`config.mk`:
```
export PLATFORM = sky130hd
export DESIGN_NAME = seg7_scan_controller
export DESIGN_NICKNAME = d
export VERILOG_FILES = /design/src/rtl/seg7_scan_controller.sv
export SDC_FILE = /design/constraint.sdc
export NUM_CORES = 1
export LEC_CHECK = 0
export BUFFER_PORTS_ARGS = -buffer_cell sky130_fd_sc_hd__buf_4
export CAP_MARGIN = 20
export CELL_PAD_IN_SITES_DETAIL_PLACEMENT = 0
export CELL_PAD_IN_SITES_GLOBAL_PLACEMENT = 1
export CORE_MARGIN = 2
export CORE_UTILIZATION = 47
export DETAILED_ROUTE_END_ITERATION = 10
export PLACE_DENSITY = 0.86
export SLEW_MARGIN = 10
export SYNTH_ARGS = -nofsm -noshare
export SYNTH_HDL_FRONTEND = slang
export SYNTH_SLANG_ARGS = --single-unit
```
`constraint.sdc`:
```
create_clock -name clk_i -period 3.64 [get_ports clk_i]
set_clock_uncertainty 0.15 [all_clocks]
set_input_delay 0.546 -clock clk_i [delete_from_list [all_inputs] [get_ports clk_i]]
set_output_delay 0.546 -clock clk_i [all_outputs]
set_load 0.005 [all_outputs]
```
`src/rtl/seg7_scan_controller.sv`:
```
// Seven-segment scan controller.
// Shares one external decoder across NUM_DIGITS digits. The value to show
// is double-buffered: a producer fills the pending buffer through a
// valid/ready handshake, and the pending value is copied into the active
// buffer only at a frame boundary, so a frame never mixes two values.
// A blank gap before every digit lets the decoder settle and avoids ghosting.
//
//   state    | meaning
//   ---------+----------------------------------------------------------
//   ST_BLANK | all digits off; dec_decimal_o already holds digit idx code
//   ST_SHOW  | digit idx enabled; decoder pattern gated onto seg_out_o
module seg7_scan_controller #(
  parameter int NUM_DIGITS   = 4,
  parameter int SCAN_DIV     = 50000,
  parameter int BLANK_CYCLES = 500
) (
  input  logic                    clk_i,
  input  logic                    reset_i,
  input  logic                    load_valid_i,
  output logic                    load_ready_o,
  input  logic [4*NUM_DIGITS-1:0] load_bcd_i,
  input  logic                    lz_suppress_i,
  output logic [3:0]              dec_decimal_o,
  input  logic [6:0]              dec_display_i,
  output logic [6:0]              seg_out_o,
  output logic [NUM_DIGITS-1:0]   digit_en_o,
  output logic                    frame_done_o
);

  localparam int IDX_W   = (NUM_DIGITS > 1) ? $clog2(NUM_DIGITS) : 1;
  localparam int CNT_MAX = (SCAN_DIV > BLANK_CYCLES) ? SCAN_DIV : BLANK_CYCLES;
  localparam int CNT_W   = (CNT_MAX > 1) ? $clog2(CNT_MAX) : 1;

  localparam logic [IDX_W-1:0] LAST_IDX = IDX_W'(NUM_DIGITS - 1);
  localparam logic [CNT_W-1:0] BLANK_TC = CNT_W'(BLANK_CYCLES - 1);
  localparam logic [CNT_W-1:0] SHOW_TC  = CNT_W'(SCAN_DIV - 1);

  typedef enum logic {
    ST_BLANK = 1'b0,
    ST_SHOW  = 1'b1
  } state_t;

  state_t                  state_q, state_d;
  logic [IDX_W-1:0]        idx_q, idx_d;
  logic [CNT_W-1:0]        cnt_q, cnt_d;
  logic [4*NUM_DIGITS-1:0] active_q, active_d;
  logic [4*NUM_DIGITS-1:0] pending_q, pending_d;
  logic                    pending_full_q, pending_full_d;
  logic [3:0]              dec_q, dec_d;
  logic [NUM_DIGITS-1:0]   digit_en_q, digit_en_d;
  logic                    frame_done_q, frame_done_d;

  logic                    frame_end;
  logic                    load_accept;
  logic [NUM_DIGITS-1:0]   lz_blank;
  logic                    zero_run;
  logic                    digit_blank;

  // State and datapath registers; reset aborts the scan and drops any pending value.
  always_ff @(posedge clk_i or posedge reset_i) begin
    if (reset_i) begin
      state_q        <= ST_BLANK;
      idx_q          <= '0;
      cnt_q          <= '0;
      active_q       <= '0;
      pending_q      <= '0;
      pending_full_q <= 1'b0;
      dec_q          <= '0;
      digit_en_q     <= '0;
      frame_done_q   <= 1'b0;
    end else begin
      state_q        <= state_d;
      idx_q          <= idx_d;
      cnt_q          <= cnt_d;
      active_q       <= active_d;
      pending_q      <= pending_d;
      pending_full_q <= pending_full_d;
      dec_q          <= dec_d;
      digit_en_q     <= digit_en_d;
      frame_done_q   <= frame_done_d;
    end
  end

  // Next-state: scan sequencing, load handshake and frame-boundary buffer swap.
  always_comb begin
    state_d        = state_q;
    idx_d          = idx_q;
    cnt_d          = cnt_q;
    active_d       = active_q;
    pending_d      = pending_q;
    pending_full_d = pending_full_q;
    frame_end      = 1'b0;

    case (state_q)
      ST_BLANK: begin
        if (cnt_q == BLANK_TC) begin
          state_d = ST_SHOW;
          cnt_d   = '0;
        end else begin
          cnt_d = cnt_q + 1'b1;
        end
      end
      ST_SHOW: begin
        if (cnt_q == SHOW_TC) begin
          state_d = ST_BLANK;
          cnt_d   = '0;
          if (idx_q == LAST_IDX) begin
            idx_d     = '0;
            frame_end = 1'b1;
          end else begin
            idx_d = idx_q + 1'b1;
          end
        end else begin
          cnt_d = cnt_q + 1'b1;
        end
      end
      default: begin
        state_d = ST_BLANK;
        idx_d   = '0;
        cnt_d   = '0;
      end
    endcase

    load_accept = load_valid_i && !pending_full_q;

    // Swap first: a load on the boundary edge (pending empty) must wait a frame.
    if (frame_end && pending_full_q) begin
      active_d       = pending_q;
      pending_full_d = 1'b0;
    end
    if (load_accept) begin
      pending_d      = load_bcd_i;
      pending_full_d = 1'b1;
    end

    // Output registers follow the next state so they line up with it.
    dec_d = '0;
    for (int k = 0; k < NUM_DIGITS; k++) begin
      if (idx_d == IDX_W'(k)) dec_d = active_d[4*k +: 4];
    end

    digit_en_d = '0;
    if (state_d == ST_SHOW) digit_en_d[idx_d] = 1'b1;

    frame_done_d = frame_end;
  end

  // Leading-zero map: digit k blanks when it and every digit above it are zero.
  always_comb begin
    lz_blank = '0;
    zero_run = 1'b1;
    for (int k = NUM_DIGITS - 1; k >= 0; k--) begin
      zero_run    = zero_run && (active_q[4*k +: 4] == 4'd0);
      lz_blank[k] = zero_run && (k != 0);
    end
  end

  assign digit_blank   = lz_suppress_i && lz_blank[idx_q];
  assign seg_out_o     = ((state_q == ST_SHOW) && !digit_blank) ? dec_display_i : 7'd0;
  assign load_ready_o  = !pending_full_q;
  assign dec_decimal_o = dec_q;
  assign digit_en_o    = digit_en_q;
  assign frame_done_o  = frame_done_q;

endmodule
```
==> flow_metrics.env, run 1 <==
export IMPL_synthDistinctLibCells=45
export IMPL_num_antenna_cells=0
export IMPL_maxSlewViolCount=0
export IMPL_setup_viol_count_final=0
export IMPL_async_flop_share=1.00
export IMPL_rows=28
export IMPL_num_vias=2156
export IMPL_netlist_area_um2=2920
export IMPL_relSlewSlack=0.527
export IMPL_place_ws_ns=1.18
export IMPL_grt_max_degree=50
export IMPL_fin_crit_sh=0.763
export IMPL_cts_setup_buffers=0
export IMPL_cap_violations=0
export IMPL_yosysMostFrequentCell="dfrtp_1"
export IMPL_gp_congestion=0.879
export IMPL_dr_first_iter_drc_count=138
export IMPL_nets=360
export IMPL_gr_total_overflow=0
export IMPL_clk_latency_ns=0.34
export IMPL_total_power_mw=1.44
export IMPL_postPlaceCellArea_um2=3300
export IMPL_fmax_mhz=360
export IMPL_hpwlAfterDp_um=4210
export IMPL_ctsResizeCount=0
export IMPL_crit_path_end_kind="primary output"
export IMPL_worst_endpoint_required_ns=2.94
export IMPL_area_delta_synth_final_pct=21.5
export IMPL_io_buffers=43
export IMPL_synth_top_cell_by_area="dfrtp_1"
export IMPL_cts_clk_slew_worst_paths_ns=0.07
export IMPL_crit_fanout=7
export IMPL_status="finished, final reports clean"
export IMPL_clk_path_buf_depth=2
export IMPL_antenna_found_initial=0
export IMPL_ctsHoldBuffers=0
export IMPL_ir_drop_mv=0.268
export IMPL_hp_class="primary input to async pin"
export IMPL_setup_tns_ns=0
export IMPL_yosysSeqAreaShare=0.523
export IMPL_yosys_top_cells_count="dfrtp_1, nand2_1, nor2_1"
export IMPL_fp_dieW_um=82.8
export IMPL_syn_mean_instance_area_um2=10.4
export IMPL_final_util=0.596
export IMPL_netlist_instances=282
export IMPL_r2r_start="cnt_q[11]$_DFF_PP0_"
export IMPL_reg2reg_depth=5
export IMPL_worstSetupStartpointType="flop"
export IMPL_final_area_um2=3550
export IMPL_synth_top_area_frac=0.523
export IMPL_fin_crit_ns=2.78
export IMPL_clock_sinks=61
export IMPL_synthFlopType="dfrtp_1"
export IMPL_syn_nets=311
export IMPL_p_per_area_nw_per_um2=407
export IMPL_die_area_um2=6860
export IMPL_cts_tree="done"
export IMPL_grt_pass1_vias=2092
export IMPL_start_util=0.490
export IMPL_core_um2=5960
export IMPL_io_pin_count=44
export IMPL_drive_above_1_share=0.280
export IMPL_dr_pass1_iters=4
export IMPL_ys_ff_latch=61
export IMPL_die_y_um=82.8
export IMPL_critPathArrivalTime_ns=2.08
export IMPL_p_leak_nw=1.79
export IMPL_grt_setup_unrepaired="no"
export IMPL_crit_type="flop to primary output"
export IMPL_cts_htree_levels=3
export IMPL_crit_path_start="active_q[11]$_DFF_PP0_"
export IMPL_viasPerCell=5.25
export IMPL_yosysWarningCount=0
export IMPL_routed_wl_um=5780
export IMPL_ant_nets=0
export IMPL_synthTopCellsByArea="dfrtp_1, mux2_2, nand2_1, nor2_1, xnor2_1"
export IMPL_cts_made_buffers=9
export IMPL_worst_slew_pin_slew_ns=0.708
export IMPL_synth_edff_count=0
export IMPL_cts_root_buffer="clkbuf_8"
export IMPL_grt_pass1_wl_um=10100
export IMPL_grt_usage=0.185
export IMPL_setup_ws_ns=0.863
export IMPL_hold_violations=0
export IMPL_drcViolationCount=0
export IMPL_wl_per_cell_um=14.1
-- area by class of cell --
class                   count  area, um2
repair buffers             47        365
inverters                  13       48.8
well taps                  75       93.8
multi-input cells         199       1290
clock buffers              12        155
clock inverters             4       70.1
flip-flops and latches     61       1530
fillers                   513       2410
-- placed cells by master (no fill, tap or decap), types with 2 or more instances in the layout --
cell | netlist | final
mux2i_1 | 6 | 6
nor2_1 | 30 | 30
inv_1 | 13 | 12
nand3_1 | 7 | 7
nand2b_1 | 2 | 2
nand4_1 | 2 | 2
o221ai_1 | 2 | 2
or4_1 | 2 | 2
xnor2_1 | 9 | 9
ha_1 | 2 | 2
and3_1 | 2 | 2
buf_4 | 1 | 46
clkbuf_8 | 0 | 11
o21a_1 | 2 | 2
and2_1 | 8 | 8
bufinv_16 | 0 | 2
nor3_1 | 8 | 8
o21ai_0 | 3 | 3
nand2_1 | 53 | 53
nor2b_1 | 2 | 2
nor4_1 | 3 | 3
and4_1 | 2 | 2
or2_2 | 3 | 3
o22ai_1 | 2 | 2
a32oi_1 | 6 | 6
a21oi_1 | 4 | 4
xor2_1 | 5 | 5
mux2_2 | 20 | 20
dfrtp_1 | 61 | 61
clkinv_2 | 0 | 2
-- critical path, stage by stage, from the launching register on --
cell and delay (ns):
dfrtp_1 0.40, or4_1 0.51, o21ai_0 0.28, a31oi_1 0.22
and2_1 0.21, buf_4 0.13
-- registers in the layout, indices dropped and copies added, names as in the netlist --
| signal | flops |
|---|---|
| cnt_q | 16 |
| pending_q | 16 |
| dec_decimal_o | 4 |
| state_q | 1 |
| active_q | 16 |
| pending_full_q | 1 |
| idx_q | 2 |
| digit_en_o | 4 |
| frame_done_o | 1 |
-- logic make-up after synthesis --
family,Yosys count,synth area share
AND/OR/NAND/NOR,133,0.231
flip-flops,61,0.523
buffers and inverters,22,0.0360
XOR/XNOR,14,0.0420
multiplexers,28,0.107
AO/OA/AOI/OAI,22,0.0531
adder cells (fa/ha/maj),2,0.00857
-- through the flow --
step                cells  hold slack [ns]
global route          411          0.00843
detailed placement    394            0.309
global placement      394            0.302
finish                411          0.00302
floorplan             282            0.289
CTS                   410            0.268
-- path summary, 6_finish.rpt --
path	end	slack, ns
setup / recovery	seg_out_o[1]	0.86
hold / removal	cnt_q[2]$_DFF_PP0_	0.003
setup reg to reg	dec_decimal_o[0]$_DFF_PP0_	1.16
hold reg to reg	active_q[0]$_DFF_PP0_	0.32
max in group asynchronous	cnt_q[10]$_DFF_PP0_	2.72
min in group clk_i	pending_full_q$_DFFE_PP0P_	0.28
-- power by group --
part	total [mW]	internal [mW]	switching [mW]	leakage, nW
combinational	0.0597	0.0377	0.0220	0.863
sequential	0.714	0.699	0.0148	0.807
clock	0.671	0.421	0.250	0.116
-- per-layer routing --
metal / track usage / share of wire / vias up / routed length, um
met5: 0 / 0 / - / 0
met3: 0.0537 / 0.052 / 13 / 300
met1: 0.257 / 0.48 / 1030 / 2780
met2: 0.263 / 0.44 / 53 / 2550
li1: - / - / 1060 / -
met4: 0.0984 / 0.026 / 0 / 151
(Power assumes the default switching activity.)
==> inputs of run 2 (changes only) <==
--- a/config.mk
+++ b/config.mk
@@ -5,14 +5,15 @@
 export SDC_FILE = /design/constraint.sdc
 export NUM_CORES = 1
 export LEC_CHECK = 0
+export ABC_AREA = 1
 export BUFFER_PORTS_ARGS = -buffer_cell sky130_fd_sc_hd__buf_4
 export CAP_MARGIN = 20
 export CELL_PAD_IN_SITES_DETAIL_PLACEMENT = 0
 export CELL_PAD_IN_SITES_GLOBAL_PLACEMENT = 1
 export CORE_MARGIN = 2
-export CORE_UTILIZATION = 47
+export CORE_UTILIZATION = 42
 export DETAILED_ROUTE_END_ITERATION = 10
-export PLACE_DENSITY = 0.86
+export PLACE_DENSITY = 0.8
 export SLEW_MARGIN = 10
 export SYNTH_ARGS = -nofsm -noshare
 export SYNTH_HDL_FRONTEND = slang
==> constraint.sdc (replaced) <==
create_clock -name clk_i -period 2.8 [get_ports clk_i]
set_clock_uncertainty 0.15 [all_clocks]
set_input_delay 0.42 -clock clk_i [delete_from_list [all_inputs] [get_ports clk_i]]
set_output_delay 0.42 -clock clk_i [all_outputs]
set_load 0.005 [all_outputs]
==> flow_metrics.env, run 2 <==
export IMPL_dr_first_iter_drc_count=115
export IMPL_ir_drop_mv=0.307
export IMPL_clk_path_buf_depth=2
export IMPL_place_inst=449
export IMPL_grt_pass1_wl_um=10100
export IMPL_final_cell_mix="nand2_1, dfrtp_1, buf_4"
export IMPL_synth_top_area_frac=0.525
export IMPL_final_util=0.526
export IMPL_clock_sinks=61
export IMPL_grt_pass1_vias=2100
export IMPL_fmax_mhz=459
export IMPL_io_buffers=43
export IMPL_fillers=640
export IMPL_syn_mean_instance_area_um2=8.79
export IMPL_num_vias=2295
export IMPL_synthDistinctLibCells=30
export IMPL_hp_class="primary input to flop"
export IMPL_hold_violations=0
export IMPL_cts_made_buffers=9
export IMPL_drive_above_1_share=0.269
export IMPL_start_util=0.431
export IMPL_top_regs="active_q: 16 flops, cnt_q: 16 flops, pending_q: 16 flops"
export IMPL_reg2reg_depth=10
export IMPL_cts_clk_slew_worst_paths_ns=0.07
export IMPL_synthFlopType="dfrtp_1"
export IMPL_synth_xor_area_share=0.00301
export IMPL_critPathArrivalTime_ns=1.61
export IMPL_fin_crit_ns=2.18
export IMPL_maxSlewViolCount=0
export IMPL_rows=30
export IMPL_netlist_area_um2=2910
export IMPL_crit_type="flop to primary output"
export IMPL_die_area_um2=7610
export IMPL_async_flop_share=1.00
export IMPL_relSlewSlack=0.595
export IMPL_fin_crit_sh=0.779
export IMPL_yosys_area_share_simple=0.303
export IMPL_cts_tree="done"
export IMPL_yosysSeqAreaShare=0.525
export IMPL_hpwlAfterDp_um=4430
export IMPL_wl_per_cell_um=13.0
export IMPL_cts_htree_levels=3
export IMPL_cts_root_buffer="clkbuf_8"
export IMPL_yosys_area_share_adder=0.00860
export IMPL_status="finished, final reports clean"
export IMPL_mostFrequentLayoutCell="nand2_1"
export IMPL_crit_fanout=7
export IMPL_yosysMostFrequentCell="nand2_1"
export IMPL_grt_usage=0.177
export IMPL_yosysWarningCount=0
export IMPL_crit_path_start="active_q[11]$_DFF_PP0_"
export IMPL_grt_setup_unrepaired="no"
export IMPL_core_um2=6760
export IMPL_die_y_um=87.2
export IMPL_grt_busiest_layer="met1"
export IMPL_viasPerCell=4.92
export IMPL_worstHoldPathCells=3
export IMPL_netlist_instances=331
export IMPL_syn_nets=360
export IMPL_worst_endpoint_required_ns=2.23
export IMPL_fp_dieW_um=87.2
export IMPL_met3_usage=0.0370
export IMPL_r2r_start="cnt_q[0]$_DFF_PP0_"
export IMPL_drcViolationCount=0
export IMPL_gr_total_overflow=0
export IMPL_ys_ff_latch=61
export IMPL_hold_start="load_valid_i"
export IMPL_ant_nets=0
export IMPL_synth_edff_count=0
export IMPL_worst_slew_pin_slew_ns=0.606
export IMPL_setup_viol_count_final=0
export IMPL_area_delta_synth_final_pct=22.1
export IMPL_num_antenna_cells=0
export IMPL_antenna_found_initial=0
export IMPL_synth_top_family_by_area="simple AND/OR/NAND/NOR gates"
export IMPL_crit_path_end_kind="primary output"
export IMPL_clk_latency_ns=0.34
export IMPL_gp_congestion=0.846
export IMPL_fin_cells=466
export IMPL_routed_wl_um=6040
export IMPL_synth_compound_area_frac=0.0305
export IMPL_p_per_area_nw_per_um2=528
export IMPL_cap_violations=0
export IMPL_grt_use_met2=0.236
export IMPL_p_leak_nw=1.84
export IMPL_worstSetupStartpointType="flop"
export IMPL_setup_tns_ns=0
export IMPL_synth_top_cell_by_area="dfrtp_1"
export IMPL_nets=410
export IMPL_synthMuxAreaShare=0.0619
export IMPL_grt_max_degree=62
export IMPL_io_pin_count=44
export IMPL_yosys_top_cells_count="nand2_1, dfrtp_1, nor2_1"
export IMPL_dr_pass1_iters=4
export IMPL_grtUsageMet1=0.271
export IMPL_synthTopCellsByArea="dfrtp_1, nand2_1, mux2_2, nor2_1, inv_1"
[run 2: worst max-delay path, cell delays in order, from the launching register on]
cell and delay (ns):
dfrtp_1 0.40, o41ai_1 0.35, nand3_1 0.10, nand2_1 0.21, nor2_1 0.07, buf_4 0.14
[run 2: repair_timing]
item | in CTS | in global routing
hold buffers | 1 | 0
hold endpoints to repair | 22 | 0
gates resized for setup | 0 | 0
buffers inserted | 0 | 0
[run 2: cell type report]
class	instances	area, um2	share of cell area
well taps	80	100	0.0282
multi-input cells	222	1180	0.333
clock buffers	9	124	0.0349
repair buffers	47	368	0.104
inverters	40	150	0.0423
flip-flops and latches	61	1530	0.430
clock inverters	7	98.8	0.0278
[run 2: kinds of logic after synthesis]
kind of cell / Yosys count
DFF: 61
AOI/OAI and AO/OA: 15
buffers and inverters: 48
muxes: 16
and+or+nand+nor: 188
adders and majority gates: 2
xor gates and xnor gates: 1
[run 2: metal layers]
| layer | vias up | share of wire |
|---|---|---|
| met5 | - | 0 |
| met4 | 0 | 0.015 |
| met3 | 8 | 0.032 |
| met2 | 48 | 0.43 |
| met1 | 1055 | 0.52 |
| li1 | 1184 | - |
[run 2: metrics by stage]
step	hold slack [ns]	cell area [um2]	worst slack (ns)	power (mW)
2_1_floorplan	0.283	2910	0.717	0.972
3_3_place_gp	0.295	3320	0.756	1.01
3_5_place_dp	0.308	3320	0.669	1.02
4_1_cts	0.139	3550	0.587	1.89
5_1_grt	0.134	3550	0.419	1.95
6_report	0.155	3550	0.620	1.88
[run 2: worst paths after layout]
check,end,slack (ns)
min in group asynchronous,cnt_q[9]$_DFF_PP0_,0.55
max reg2reg,dec_decimal_o[0]$_DFF_PP0_,0.68
max,seg_out_o[3],0.62
min reg2reg,cnt_q[0]$_DFF_PP0_,0.31
max in group asynchronous,active_q[10]$_DFF_PP0_,1.69
min,pending_full_q$_DFFE_PP0P_,0.15
[run 2: power breakdown]
| part | switching [mW] | internal (mW) |
|---|---|---|
| Combinational | 0.0290 | 0.0462 |
| Clock | 0.372 | 0.505 |
| Sequential | 0.0151 | 0.907 |
| Total | 0.416 | 1.46 |
